File: config.mk
export PLATFORM = sky130hd
export DESIGN_NAME = vga_timing_controller_flat
export DESIGN_NICKNAME = d
export VERILOG_FILES = /design/src/rtl/vga_pkg.sv /design/src/rtl/vga_timing_controller_if.sv /design/src/rtl/vga_axis_timer.sv /design/src/rtl/vga_timing_controller.sv /design/src/flat_wrapper.sv
export SDC_FILE = /design/constraint.sdc
export NUM_CORES = 1
export LEC_CHECK = 0
export BUFFER_PORTS_ARGS = -buffer_cell sky130_fd_sc_hd__buf_4
export CAP_MARGIN = 30
export CORE_ASPECT_RATIO = 0.8
export CORE_MARGIN = 1
export CORE_UTILIZATION = 55
export DETAILED_ROUTE_END_ITERATION = 6
export GPL_TIMING_DRIVEN = 0
export PLACE_DENSITY = 0.81
export SLEW_MARGIN = 20
export SYNTH_ARGS = -nofsm -noshare
export SYNTH_HDL_FRONTEND = slang
export SYNTH_SLANG_ARGS = --single-unit
File: constraint.sdc
create_clock -name clk -period 2.75 [get_ports clk]
set_clock_uncertainty 0.05 [all_clocks]
set_input_delay 0 -clock clk [delete_from_list [all_inputs] [get_ports clk]]
set_output_delay 0 -clock clk [all_outputs]
set_load 0.02 [all_outputs]
File: src/rtl/vga_pkg.sv
// Shared VGA timing constants and the coordinate type used by the timing
// controller and the pixel generator.
package vga_pkg;

    localparam int unsigned COORD_W = 10;
    typedef logic [COORD_W-1:0] vga_coord_t;

    localparam int unsigned DEF_CLK_DIV  = 2;
    localparam int unsigned DEF_H_ACTIVE = 640;
    localparam int unsigned DEF_H_FP     = 16;
    localparam int unsigned DEF_H_SYNC   = 96;
    localparam int unsigned DEF_H_BP     = 48;
    localparam int unsigned DEF_V_ACTIVE = 480;
    localparam int unsigned DEF_V_FP     = 10;
    localparam int unsigned DEF_V_SYNC   = 2;
    localparam int unsigned DEF_V_BP     = 33;

    function automatic int unsigned axis_total(input int unsigned active, input int unsigned fp,
                                               input int unsigned sync, input int unsigned bp);
        return active + fp + sync + bp;
    endfunction

    localparam int unsigned H_TOTAL      = axis_total(DEF_H_ACTIVE, DEF_H_FP, DEF_H_SYNC, DEF_H_BP);
    localparam int unsigned V_TOTAL      = axis_total(DEF_V_ACTIVE, DEF_V_FP, DEF_V_SYNC, DEF_V_BP);
    localparam int unsigned H_SYNC_START = DEF_H_ACTIVE + DEF_H_FP;
    localparam int unsigned H_SYNC_END   = H_SYNC_START + DEF_H_SYNC;
    localparam int unsigned V_SYNC_START = DEF_V_ACTIVE + DEF_V_FP;
    localparam int unsigned V_SYNC_END   = V_SYNC_START + DEF_V_SYNC;

endpackage

File: src/rtl/vga_timing_controller_if.sv
// Raster timing bundle from the VGA timing controller to the pixel generator / DAC.
interface vga_timing_controller_if;
    import vga_pkg::*;

    vga_coord_t x;
    vga_coord_t y;
    logic       pix_en;
    logic       hsync;
    logic       vsync;
    logic       blank_n;
    logic       sync_n;
    logic       frame_start;

    modport master (output x, y, pix_en, hsync, vsync, blank_n, sync_n, frame_start);
    modport slave  (input  x, y, pix_en, hsync, vsync, blank_n, sync_n, frame_start);

endinterface

File: src/rtl/vga_axis_timer.sv
// One raster axis: wrapping position counter plus sync-pulse and active-area decodes.
module vga_axis_timer
    import vga_pkg::*;
#(
    parameter int unsigned ACTIVE = DEF_H_ACTIVE,
    parameter int unsigned FP     = DEF_H_FP,
    parameter int unsigned SYNC   = DEF_H_SYNC,
    parameter int unsigned BP     = DEF_H_BP
) (
    input  logic       clk,
    input  logic       rst,
    input  logic       step,
    output vga_coord_t cnt,
    output logic       wrap,
    output logic       sync,
    output logic       active
);

    localparam int unsigned TOTAL      = axis_total(ACTIVE, FP, SYNC, BP);
    localparam int unsigned SYNC_START = ACTIVE + FP;
    localparam int unsigned SYNC_END   = SYNC_START + SYNC;

    always_ff @(posedge clk) begin
        if (rst) begin
            cnt <= '0;
        end else if (step) begin
            if (wrap) begin
                cnt <= '0;
            end else begin
                cnt <= cnt + COORD_W'(1);
            end
        end
    end

    // sync is high inside the sync pulse; the top turns it into the active-low strobe
    assign wrap   = (cnt == COORD_W'(TOTAL - 1));
    assign sync   = (cnt >= COORD_W'(SYNC_START)) && (cnt < COORD_W'(SYNC_END));
    assign active = (cnt < COORD_W'(ACTIVE));

endmodule

File: src/rtl/vga_timing_controller.sv
// 640x480@60 VGA raster timing: pixel-rate divider, x/y counters and sync/blank strobes.
// Optional VGA_SYNC_ALIGN_EN adds one pixel of register delay on the strobes.
module vga_timing_controller
    import vga_pkg::*;
#(
    parameter int unsigned CLK_DIV  = DEF_CLK_DIV,
    parameter int unsigned H_ACTIVE = DEF_H_ACTIVE,
    parameter int unsigned H_FP     = DEF_H_FP,
    parameter int unsigned H_SYNC   = DEF_H_SYNC,
    parameter int unsigned H_BP     = DEF_H_BP,
    parameter int unsigned V_ACTIVE = DEF_V_ACTIVE,
    parameter int unsigned V_FP     = DEF_V_FP,
    parameter int unsigned V_SYNC   = DEF_V_SYNC,
    parameter int unsigned V_BP     = DEF_V_BP
) (
    input  logic                     clk,
    input  logic                     rst,
    vga_timing_controller_if.master  vga
);

    localparam int unsigned DIV_W = (CLK_DIV > 1) ? $clog2(CLK_DIV) : 1;

    logic [DIV_W-1:0] div_cnt;
    logic             pix_en;
    vga_coord_t       h_cnt, v_cnt;
    logic             h_wrap, h_sync, h_active;
    logic             v_wrap, v_sync, v_active;
    logic             v_step;
    logic             hsync_c, vsync_c, blank_n_c, frame_start_c;

    // pix_en is registered, so it rises CLK_DIV clocks after reset release
    always_ff @(posedge clk) begin
        if (rst) begin
            div_cnt <= '0;
            pix_en  <= 1'b0;
        end else begin
            pix_en <= (div_cnt == DIV_W'(CLK_DIV - 1));
            if (div_cnt == DIV_W'(CLK_DIV - 1)) begin
                div_cnt <= '0;
            end else begin
                div_cnt <= div_cnt + DIV_W'(1);
            end
        end
    end

    assign v_step = pix_en && h_wrap;

    vga_axis_timer #(.ACTIVE(H_ACTIVE), .FP(H_FP), .SYNC(H_SYNC), .BP(H_BP)) u_h (
        .clk    (clk),
        .rst    (rst),
        .step   (pix_en),
        .cnt    (h_cnt),
        .wrap   (h_wrap),
        .sync   (h_sync),
        .active (h_active)
    );

    vga_axis_timer #(.ACTIVE(V_ACTIVE), .FP(V_FP), .SYNC(V_SYNC), .BP(V_BP)) u_v (
        .clk    (clk),
        .rst    (rst),
        .step   (v_step),
        .cnt    (v_cnt),
        .wrap   (v_wrap),
        .sync   (v_sync),
        .active (v_active)
    );

    assign hsync_c       = ~h_sync;
    assign vsync_c       = ~v_sync;
    assign blank_n_c     = h_active && v_active;
    assign frame_start_c = (h_cnt == '0) && (v_cnt == '0);

    // Last pixel of the frame must land both counters on the origin together
    a_frame_wrap: assert property (@(posedge clk) disable iff (rst)
        (pix_en && h_wrap && v_wrap) |=> frame_start_c);

`ifdef VGA_SYNC_ALIGN_EN
    logic hsync_q, vsync_q, blank_n_q, frame_start_q;

    always_ff @(posedge clk) begin
        if (rst) begin
            hsync_q       <= 1'b1;
            vsync_q       <= 1'b1;
            blank_n_q     <= 1'b1;
            frame_start_q <= 1'b1;
        end else if (pix_en) begin
            hsync_q       <= hsync_c;
            vsync_q       <= vsync_c;
            blank_n_q     <= blank_n_c;
            frame_start_q <= frame_start_c;
        end
    end

    assign vga.hsync       = hsync_q;
    assign vga.vsync       = vsync_q;
    assign vga.blank_n     = blank_n_q;
    assign vga.frame_start = frame_start_q;
`else
    assign vga.hsync       = hsync_c;
    assign vga.vsync       = vsync_c;
    assign vga.blank_n     = blank_n_c;
    assign vga.frame_start = frame_start_c;
`endif

    assign vga.x      = h_cnt;
    assign vga.y      = v_cnt;
    assign vga.pix_en = pix_en;
    assign vga.sync_n = 1'b0;

endmodule

File: src/flat_wrapper.sv
// flat-port wrapper written by rule: the top's interface ports become plain ports
module vga_timing_controller_flat import vga_pkg::*;
#(
    parameter int unsigned CLK_DIV  = DEF_CLK_DIV,
    parameter int unsigned H_ACTIVE = DEF_H_ACTIVE,
    parameter int unsigned H_FP     = DEF_H_FP,
    parameter int unsigned H_SYNC   = DEF_H_SYNC,
    parameter int unsigned H_BP     = DEF_H_BP,
    parameter int unsigned V_ACTIVE = DEF_V_ACTIVE,
    parameter int unsigned V_FP     = DEF_V_FP,
    parameter int unsigned V_SYNC   = DEF_V_SYNC,
    parameter int unsigned V_BP     = DEF_V_BP
)
  (clk, rst, vga_x, vga_y, vga_pix_en, vga_hsync, vga_vsync, vga_blank_n, vga_sync_n, vga_frame_start);
  vga_timing_controller_if vga_i ();
  input  logic clk;
  input  logic rst;
  output wire logic [$bits(vga_i.x)-1:0] vga_x;
  output wire logic [$bits(vga_i.y)-1:0] vga_y;
  output wire logic [$bits(vga_i.pix_en)-1:0] vga_pix_en;
  output wire logic [$bits(vga_i.hsync)-1:0] vga_hsync;
  output wire logic [$bits(vga_i.vsync)-1:0] vga_vsync;
  output wire logic [$bits(vga_i.blank_n)-1:0] vga_blank_n;
  output wire logic [$bits(vga_i.sync_n)-1:0] vga_sync_n;
  output wire logic [$bits(vga_i.frame_start)-1:0] vga_frame_start;
  assign vga_x = vga_i.x;
  assign vga_y = vga_i.y;
  assign vga_pix_en = vga_i.pix_en;
  assign vga_hsync = vga_i.hsync;
  assign vga_vsync = vga_i.vsync;
  assign vga_blank_n = vga_i.blank_n;
  assign vga_sync_n = vga_i.sync_n;
  assign vga_frame_start = vga_i.frame_start;
  vga_timing_controller #(.CLK_DIV(CLK_DIV), .H_ACTIVE(H_ACTIVE), .H_FP(H_FP), .H_SYNC(H_SYNC), .H_BP(H_BP), .V_ACTIVE(V_ACTIVE), .V_FP(V_FP), .V_SYNC(V_SYNC), .V_BP(V_BP)) u_core (.clk(clk), .rst(rst), .vga(vga_i));
endmodule
==> impl_metrics.py, run 1 <==
metrics = {
    "timing": {
        "tns_ps": 0,
        "min_period_ps": 2090,
        "rsz0062_at_grt": "no",
        "period_share_pct": 75.8,
        "final-setup-viol-count": 0,
        "report.final.slew_viol_count": 0,
        "fmax_mhz": 480,
        "hold_viol_final": 0,
        "holdWs_ps": 363,
    },
    "synthesis": {
        "synth_flop_cell": "dfxtp_1",
        "synthTopCellsByArea": "dfxtp_1 (37%), nor2_1 (5.3%), ha_1 (5.2%)",
        "synth-seq-area-share_pct": 36.8,
        "synth_common_cells": "dfxtp_1 (22), nor2_1 (17), nand3_1 (8), nor4_1 (8)",
        "synth.distinct_cells": 35,
        "synth_area_um2": 1200,
        "ys_warn_count": 0,
        "syn_area_per_cell_um2": 8.73,
        "synth_top_area_share_pct": 36.8,
        "synth_seq_cells": 22,
        "synth_fp_nets": 144,
        "async_flop_share_pct": 0,
        "netlist_instances": 137,
        "yosys.area.top_type": "dfxtp_1",
        "synth.most_common_cell": "dfxtp_1",
        "synth-edff-count": 0,
    },
    "job": {
        "cap_violations": 0,
    },
    "floorplanning": {
        "die_h_um": 43.7,
        "coreArea_um2": 1960,
        "start_util_pct": 61.0,
        "fp.dieW_um": 54.1,
        "die_area_um2": 2370,
        "rows": 14,
        "io_pins": 28,
    },
    "critical_path": {
        "path_class": "reg2out",
        "path_max_fanout": 8,
        "r2r_start": "u_core.u_h.cnt[0]$_SDFFE_PP0P_",
        "crit_arrival_ps": 2040,
        "reg2reg_depth": 5,
        "cp_data_required_time_ps": 2700,
        "cp-end-kind": "output pin",
        "r2r_end": "u_core.u_v.cnt[9]$_SDFFE_PP0P_",
        "rrSetupSlack_ps": 790,
        "start_kind": "flip-flop",
    },
    "finish": {
        "area_growth_pct": 23.4,
        "nets": 175,
        "n_fill_cell": 161,
        "drive_gt1_share_pct": 22.8,
        "n_antenna_cell": 0,
    },
    "global_routing": {
        "grt_pass1_wl_mm": 4.54,
        "grt_usage_pct": 26.7,
        "grt_pass1_vias": 985,
        "grt_overflow": 0,
        "antenna_found_initial": 0,
        "grt_max_degree": 14,
    },
    "routing": {
        "drt_iter0_drc": 43,
        "dr.pass1.iters": 4,
        "vias": 1079,
        "finalWirelength_mm": 2.63,
        "viasPerCell": 5.65,
        "wl_per_cell_um": 13.8,
        "antenna_left": 0,
        "drc_errors": 0,
    },
    "clock_network": {
        "clockBufferDepth": 2,
        "htree_levels": 1,
        "cts_root_buffer": "clkbuf_4",
        "cts_tree": "yes",
        "post_cts_buffers": 0,
        "clk_pin_slew_ps": 130,
        "clock_latency_ps": 320,
        "cts_made_buffers": 3,
        "cts.sinks": 22,
    },
    "place": {
        "hpwl_mm": 1.86,
        "port_buffers": 25,
        "gp_congestion": 0.816,
    },
    "worst_hold_path": {
        "min_path_cells": 1,
        "worstHoldPathType": "reg2reg",
        "hold_start": "u_core.div_cnt$_SDFF_PP0_",
        "hold_end": "u_core.div_cnt$_SDFF_PP0_",
    },
    "power": {
        "ir_worst_vdd_mv": 0.386,
        "power_uw": 607,
        "p_leak_nw": 0.605,
        "power.density_nw_per_um2": 411,
    },
    "outcome": {
        "outcome": "finished clean",
    },
}
## critical path, cell delays in order, from the launching register on
cell,delay [ps]
dfxtp_1,410
or2_2,310
clkbuf_1,190
nor3_1,190
nand4_1,130
nor4_1,280
buf_4,200
## placed cells by master, fill, tap and decap left out
cell and count:
o211ai_1 1, nand4_1 5, xnor2_1 7, and2b_2 1, conb_1 1, or4_1 1, xor2_1 6, bufinv_16 1
o21ai_0 3, dlygate4sd3_1 1, and4_1 2, buf_4 26, nand2_1 7, nor2_1 17, buf_6 3, nor4b_1 1
o21bai_4 1, or3_1 4, mux2i_1 2, or4bb_1 1, nor2b_1 2, nand4b_4 1, dfxtp_1 22, clkbuf_1 3
or3b_1 1, a21oi_1 5, inv_1 5, clkbuf_4 3, and2_1 1, or4_4 1, or2_2 1, ha_1 5
nor4_1 8, nor3_1 4, o21a_1 1, nand2b_1 2, and3_1 3, nand3_1 8
## metal layers
| layer | share of wire, % | vias to the layer above | global-route usage [%] |
|---|---|---|---|
| li1 | - | 536 | - |
| met1 | 47 | 498 | 36.9 |
| met2 | 46 | 41 | 40.7 |
| met3 | 6.7 | 4 | 8.07 |
| met4 | 0.65 | 0 | 6.15 |
| met5 | 0 | - | 0 |
## stage by stage
stage / instances / utilization (%) / area, µm² / setup WS [ps]
after detailed placement: 186 / 72.1 / 1410 / 839
after CTS: 191 / 75.3 / 1480 / 688
final: 191 / 75.3 / 1480 / 665
after global routing: 191 / 75.3 / 1480 / 535
after floorplan: 137 / - / 1200 / 809
after global placement: 186 / 72.1 / 1410 / 868
## cell families after synthesis
kind of cell               synth area share [%]
muxes                                      1.67
AOI/OAI and AO/OA                          6.17
DFF                                        36.8
adders and majority gates                  5.23
xor gates and xnor gates                   9.52
and+or+nand+nor                            34.3
buffers and inverters                      5.96
other                                     0.314
## how the worst max path moves through the flow
stage	slack, ps	cells past startpoint	endpoint	startpoint
floorplan	810	5	u_core.u_v.cnt[7]$_SDFFE_PP0P_	u_core.u_h.cnt[0]$_SDFFE_PP0P_
global placement	870	5	u_core.u_v.cnt[9]$_SDFFE_PP0P_	u_core.u_h.cnt[0]$_SDFFE_PP0P_
detailed placement	840	5	u_core.u_v.cnt[9]$_SDFFE_PP0P_	u_core.u_h.cnt[0]$_SDFFE_PP0P_
CTS	690	5	vga_hsync	u_core.u_h.cnt[5]$_SDFFE_PP0P_
global route	530	6	vga_frame_start	u_core.u_h.cnt[5]$_SDFFE_PP0P_
finish	660	6	vga_frame_start	u_core.u_h.cnt[5]$_SDFFE_PP0P_
## sequential cells by signal, summed over array words and instances, names as in the netlist
signal	count
u_core.u_v.cnt	10
u_core.div_cnt	1
u_core.vga.pix_en	1
u_core.u_h.cnt	10
## area by class of cell
class                   count  area (µm²)  share of cell area (%)
multi-input cells         103         684                    46.4
inverters                   5        18.8                    1.27
flip-flops and latches     22         440                    29.8
clock buffers               3        22.5                    1.53
well taps                  24        30.0                    2.03
clock inverters             1        30.0                    2.03
plain buffers               7        52.6                    3.56
repair buffers             26         198                    13.4
## report_power, final
group / total, mW / leakage, nW / switching [mW] / internal, mW
sequential: 0.326 / 0.178 / 0.00380 / 0.322
clock: 0.251 / 0.0279 / 0.104 / 0.147
combinational: 0.0302 / 0.399 / 0.0164 / 0.0138
total: 0.607 / 0.605 / 0.124 / 0.483
## timing repair
item	CTS	global route
endpoints found under the hold margin	13	0
gates resized for setup	0	0
hold buffers	1	0
(Power assumes the default switching activity.)
==> run 2: changes to the inputs <==
ABC_AREA = 1   (was unset)
CORE_UTILIZATION = 48   (was 55)
PLACE_DENSITY = 0.74   (was 0.81)
clock period = 1.91 ns   (was 2.75 ns; I/O delays follow)
==> impl_metrics.py, run 2 <==
metrics = {
    "outcome": {
        "outcome": "finished clean",
    },
    "finish": {
        "n_antenna_cell": 0,
        "area_growth_pct": 21.5,
        "largestRegisters": "u_core.u_h.cnt (10), u_core.u_v.cnt (10)",
        "final_common_cell": "nand2_1",
        "layout.cells.non_filler": 264,
        "postLayoutCellArea_um2": 1620,
        "drive_gt1_share_pct": 25.0,
        "nets": 236,
        "final_util_pct": 63.6,
        "final_cell_mix": "nand2_1 (44), inv_1 (27), buf_4 (27)",
    },
    "routing": {
        "finalWirelength_mm": 2.90,
        "wl_per_cell_um": 11.0,
        "drt_iter0_drc": 76,
        "vias": 1288,
        "dr.pass1.iters": 4,
        "antenna_left": 0,
        "drc_errors": 0,
        "viasPerCell": 4.88,
    },
    "clock_network": {
        "htree_levels": 1,
        "cts_tree": "yes",
        "hold_buffers": 1,
        "cts_root_buffer": "clkbuf_4",
        "clockBufferDepth": 2,
        "clk_pin_slew_ps": 120,
        "post_cts_buffers": 0,
        "cts_resized": 0,
        "cts_made_buffers": 3,
        "cts.sinks": 22,
        "clock_latency_ps": 310,
    },
    "synthesis": {
        "syn_area_per_cell_um2": 6.75,
        "synth_fp_nets": 204,
        "yosys.area.top_type": "dfxtp_1",
        "synth.distinct_cells": 30,
        "synth_flop_cell": "dfxtp_1",
        "synth_common_cells": "nand2_1 (44), inv_1 (27), nor2_1 (25)",
        "synth_seq_cells": 22,
        "ys_warn_count": 0,
        "netlist_instances": 197,
        "synth-seq-area-share_pct": 33.1,
        "synth-edff-count": 0,
        "synth_area_um2": 1330,
        "synthTopCellsByArea": "dfxtp_1 (33%), nand2_1 (12%), inv_1 (7.6%)",
        "async_flop_share_pct": 0,
        "synth_top_area_share_pct": 33.1,
        "synth.most_common_cell": "nand2_1",
    },
    "place": {
        "hpwl_mm": 2.35,
        "pre_cts_ws_ps": 415,
        "placed_cells": 259,
        "placed_area_um2": 1570,
        "gp_congestion": 0.863,
        "port_buffers": 26,
    },
    "global_routing": {
        "grt_max_degree": 13,
        "grt_pass1_wl_mm": 4.88,
        "grt_overflow": 0,
        "grt_pass1_vias": 1134,
        "grt_usage_pct": 21.7,
        "antenna_found_initial": 0,
    },
    "floorplanning": {
        "start_util_pct": 52.3,
        "rows": 16,
        "coreArea_um2": 2540,
        "die_h_um": 49.1,
        "die_area_um2": 2990,
        "fp.dieW_um": 60.9,
        "io_pins": 28,
    },
    "critical_path": {
        "start_kind": "flip-flop",
        "r2r_end": "u_core.u_h.cnt[7]$_SDFFE_PP0P_",
        "r2r_start": "u_core.u_h.cnt[0]$_SDFFE_PP0P_",
        "crit_arrival_ps": 1570,
        "rrSetupSlack_ps": 380,
        "cp-end-kind": "output pin",
        "path_max_fanout": 6,
        "cp_data_required_time_ps": 1860,
        "reg2reg_depth": 7,
        "path_class": "reg2out",
    },
    "timing": {
        "tns_ps": 0,
        "fmax_mhz": 618,
        "period_share_pct": 84.8,
        "holdWs_ps": 375,
        "report.final.slew_viol_count": 0,
        "final-setup-viol-count": 0,
        "rsz0062_at_grt": "no",
        "min_period_ps": 1620,
        "postLayoutSetupSlackWorst_ps": 291,
        "hold_viol_final": 0,
    },
    "power": {
        "p_leak_nw": 0.702,
        "power.density_nw_per_um2": 488,
        "power_uw": 790,
        "ir_worst_vdd_mv": 0.456,
    },
    "worst_hold_path": {
        "worstHoldPathType": "reg2reg",
        "hold_end": "u_core.div_cnt$_SDFF_PP0_",
        "hold_start": "u_core.div_cnt$_SDFF_PP0_",
        "min_path_cells": 1,
    },
    "job": {
        "cap_violations": 0,
    },
}
run 2: changes by cell type in the layout (fill, tap and decap cells not counted), moves of 3 or more:
cell and change:
xor2_1 -4, nand2_1 +37, nand2_2 +6, nor2_2 +10, nor4_1 -6, or3_1 -4
clkbuf_1 -3, buf_6 -3, inv_1 +22, nor2_1 +8, nand3_1 +7, xnor2_1 -7
run 2: worst max-delay path, cell delays in order (launching register included):
cell	delay (ps)
dfxtp_1	440
nand2_1	120
nor3_1	340
o211ai_1	170
buf_4	180
run 2: worst max path at each step:
stage	depth (start not counted)	endpoint	slack (ps)	startpoint
after floorplan	7	u_core.u_h.cnt[7]$_SDFFE_PP0P_	450	u_core.u_h.cnt[1]$_SDFFE_PP0P_
after global placement	8	u_core.u_v.cnt[9]$_SDFFE_PP0P_	440	u_core.u_h.cnt[1]$_SDFFE_PP0P_
after detailed placement	7	u_core.u_h.cnt[7]$_SDFFE_PP0P_	410	u_core.u_h.cnt[0]$_SDFFE_PP0P_
after CTS	4	vga_vsync	280	u_core.u_v.cnt[5]$_SDFFE_PP0P_
after global routing	4	vga_vsync	170	u_core.u_v.cnt[5]$_SDFFE_PP0P_
final	4	vga_vsync	290	u_core.u_v.cnt[5]$_SDFFE_PP0P_
run 2: logic make-up (layout without fill, tap and decap cells):
kind of cell               after synthesis  after routing  share of synthesized area (%)
buffers and inverters                   32             63                           9.88
and+or+nand+nor                        122            122                           45.2
xor gates and xnor gates                 2              2                           1.32
other                                    1              1                          0.282
adders and majority gates                5              5                           4.70
AOI/OAI and AO/OA                       13             13                           5.46
DFF                                     22             22                           33.1
run 2: final cells by class:
class	count	area [µm²]
well taps	36	45.0
plain buffers	1	7.51
fillers	247	926
flip-flops and latches	22	440
repair buffers	27	205
multi-input cells	143	758
clock buffers	4	36.3
inverters	31	124
run 2: report_power, final:
part / leakage (nW) / switching, mW / internal (mW) / total, mW
Clock: 0.0210 / 0.141 / 0.117 / 0.257
Sequential: 0.178 / 0.00644 / 0.464 / 0.471
Combinational: 0.503 / 0.0384 / 0.0234 / 0.0618
run 2: layer usage:
metal  GRT usage, %  share of wire [%]  up-vias
met1           30.7                 49      578
met2           33.7                 46       28
li1               -                  -      680
met5              0                  0        -
met3           4.77                4.8        2
met4           4.55               0.55        0
==> run 3: changes to the inputs <==
clock period = 1.3 ns   (was 1.91 ns; I/O delays follow)
==> impl_metrics.py, run 3 (synthesized netlist as in run 2, its figures left out) <==
metrics = {
    "critical_path": {
        "path_max_fanout": 7,
        "cp_data_required_time_ps": 1250,
        "cp-end-kind": "output pin",
        "start_kind": "flip-flop",
        "path_class": "reg2out",
        "crit_start": "u_core.u_h.cnt[3]$_SDFFE_PP0P_",
        "crit_arrival_ps": 1430,
        "r2r_start": "u_core.u_h.cnt[1]$_SDFFE_PP0P_",
    },
    "power": {
        "ir_worst_vdd_mv": 0.558,
        "p_leak_nw": 0.832,
        "power_mw": 1.19,
        "p_switching_uw": 291,
        "p_clk_share_pct": 31.5,
        "p_seq_share_pct": 56.9,
        "power.density_nw_per_um2": 587,
        "switching_share_pct": 24.5,
        "p_int_uw": 897,
        "comb_power_share_pct": 11.6,
    },
    "finish": {
        "n_fill_cell": 187,
        "nets": 251,
        "n_antenna_cell": 0,
        "area_growth_pct": 52.2,
        "drive_gt1_share_pct": 52.7,
        "final_util_pct": 79.6,
        "multi_input_area_um2": 961,
        "largestRegisters": "u_core.u_h.cnt (10), u_core.u_v.cnt (10)",
        "final-seq-area_um2": 490,
        "final_common_cell": "nand2_1",
        "final_cell_mix": "nand2_1 (38), buf_4 (37), nor2_1 (21)",
    },
    "routing": {
        "drt_iter0_drc": 95,
        "wl_per_cell_um": 13.5,
        "vias": 1461,
        "drc_errors": 0,
        "dr.pass1.iters": 4,
        "viasPerCell": 5.24,
        "finalWirelength_mm": 3.77,
        "antenna_left": 0,
    },
    "global_routing": {
        "grt_pass1_vias": 1303,
        "grt_usage_pct": 25.3,
        "grt_max_degree": 13,
        "antenna_found_initial": 0,
        "top_usage_layer": "met2",
        "use_met2_pct": 40.7,
        "grt_util_met1_pct": 35.1,
        "grt_overflow": 0,
        "met3_usage_pct": 4.77,
        "grt_pass1_wl_mm": 5.75,
    },
    "timing": {
        "period_share_pct": 114,
        "min_period_ps": 1480,
        "final-setup-viol-count": 21,
        "fmax_mhz": 675,
        "report.final.slew_viol_count": 0,
        "tns_ps": -2820,
        "postLayoutSetupSlackWorst_ps": -182,
        "rsz0062_at_grt": "yes",
        "hold_viol_final": 0,
    },
    "floorplanning": {
        "coreArea_um2": 2540,
        "rows": 16,
        "io_pins": 28,
        "start_util_pct": 52.3,
        "fp.dieW_um": 60.9,
        "die_area_um2": 2990,
        "die_h_um": 49.1,
    },
    "clock_network": {
        "htree_levels": 1,
        "clockBufferDepth": 2,
        "clock_latency_ps": 300,
        "cts_tree": "yes",
        "cts_made_buffers": 3,
        "cts.sinks": 22,
        "cts_root_buffer": "clkbuf_4",
        "clk_pin_slew_ps": 120,
    },
    "outcome": {
        "outcome": "finished, violations left",
        "violations": "negative setup slack",
    },
    "place": {
        "port_buffers": 26,
        "gp_congestion": 0.844,
        "hpwl_mm": 2.36,
    },
    "worst_hold_path": {
        "worstHoldPathType": "reg2reg",
        "hold_start": "u_core.div_cnt$_SDFF_PP0_",
    },
    "job": {
        "cap_violations": 0,
    },
}
==> run 3: cell types whose count changed in the layout (fill, tap and decap cells not counted), sizes merged <==
cell | previous run | this run
buf | 27 | 42
clkinv | 1 | 0
inv | 30 | 31
==> run 3: layer usage <==
metal,vias to the layer above,routed length [µm]
met3,6,123
met2,42,1950
li1,722,-
met4,0,37
met5,-,0
met1,691,1660
==> run 3: metrics by stage <==
| step | instance area (µm²) | setup slack (ps) | std cells | hold slack (ps) |
|---|---|---|---|---|
| floorplan | 1370 | 0.185 | 197 | 13.8 |
| global placement | 1610 | -58.9 | 259 | 177 |
| detailed placement | 1610 | -75.6 | 259 | 184 |
| CTS | 1890 | -158 | 275 | 379 |
| global route | 2020 | -260 | 279 | 399 |
| finish | 2020 | -182 | 279 | 378 |
==> run 3: power by group through the flow <==
stage               clock network, mW  registers (mW)  logic (mW)
finish                          0.375           0.677       0.137
global route                    0.416           0.678       0.146
CTS                             0.385           0.678       0.120
detailed placement                  0           0.705      0.0886
global placement                    0           0.704      0.0862
floorplan                           0           0.710      0.0504
==> run 3: cell type report <==
cell class,instances,area share [%]
Inverter,31,6.86
Sequential cell,22,24.2
Timing Repair Buffer,42,17.1
Tap cell,36,2.22
Multi-Input combinational cell,143,47.5
Clock buffer,4,1.79
Buffer,1,0.371
==> run 3: timing repair <==
| action | CTS | global route |
|---|---|---|
| endpoints found under the setup margin | 18 | 23 |
| hold buffers | 1 | 0 |
| resized for setup | 42 | 31 |
| setup buffers | 11 | 4 |
| pin swaps | 15 | 19 |
| hold endpoints to repair | 6 | 0 |
==> run 3: worst paths after layout <==
path                               endpoint  slack (ps)  cells after the start
min               u_core.div_cnt$_SDFF_PP0_         380                      1
max reg2reg  u_core.u_v.cnt[0]$_SDFFE_PP0P_        -180                      9
min reg2reg       u_core.div_cnt$_SDFF_PP0_         380                      1
max                         vga_frame_start        -180                      6
==> run 3: critical path, cell delays in order, from the launching register on <==
cell	delay, ps
dfxtp_2	380
inv_1	160
nand4_1	130
nor2_1	130
nand2_1	70
nor2_1	110
buf_4	150
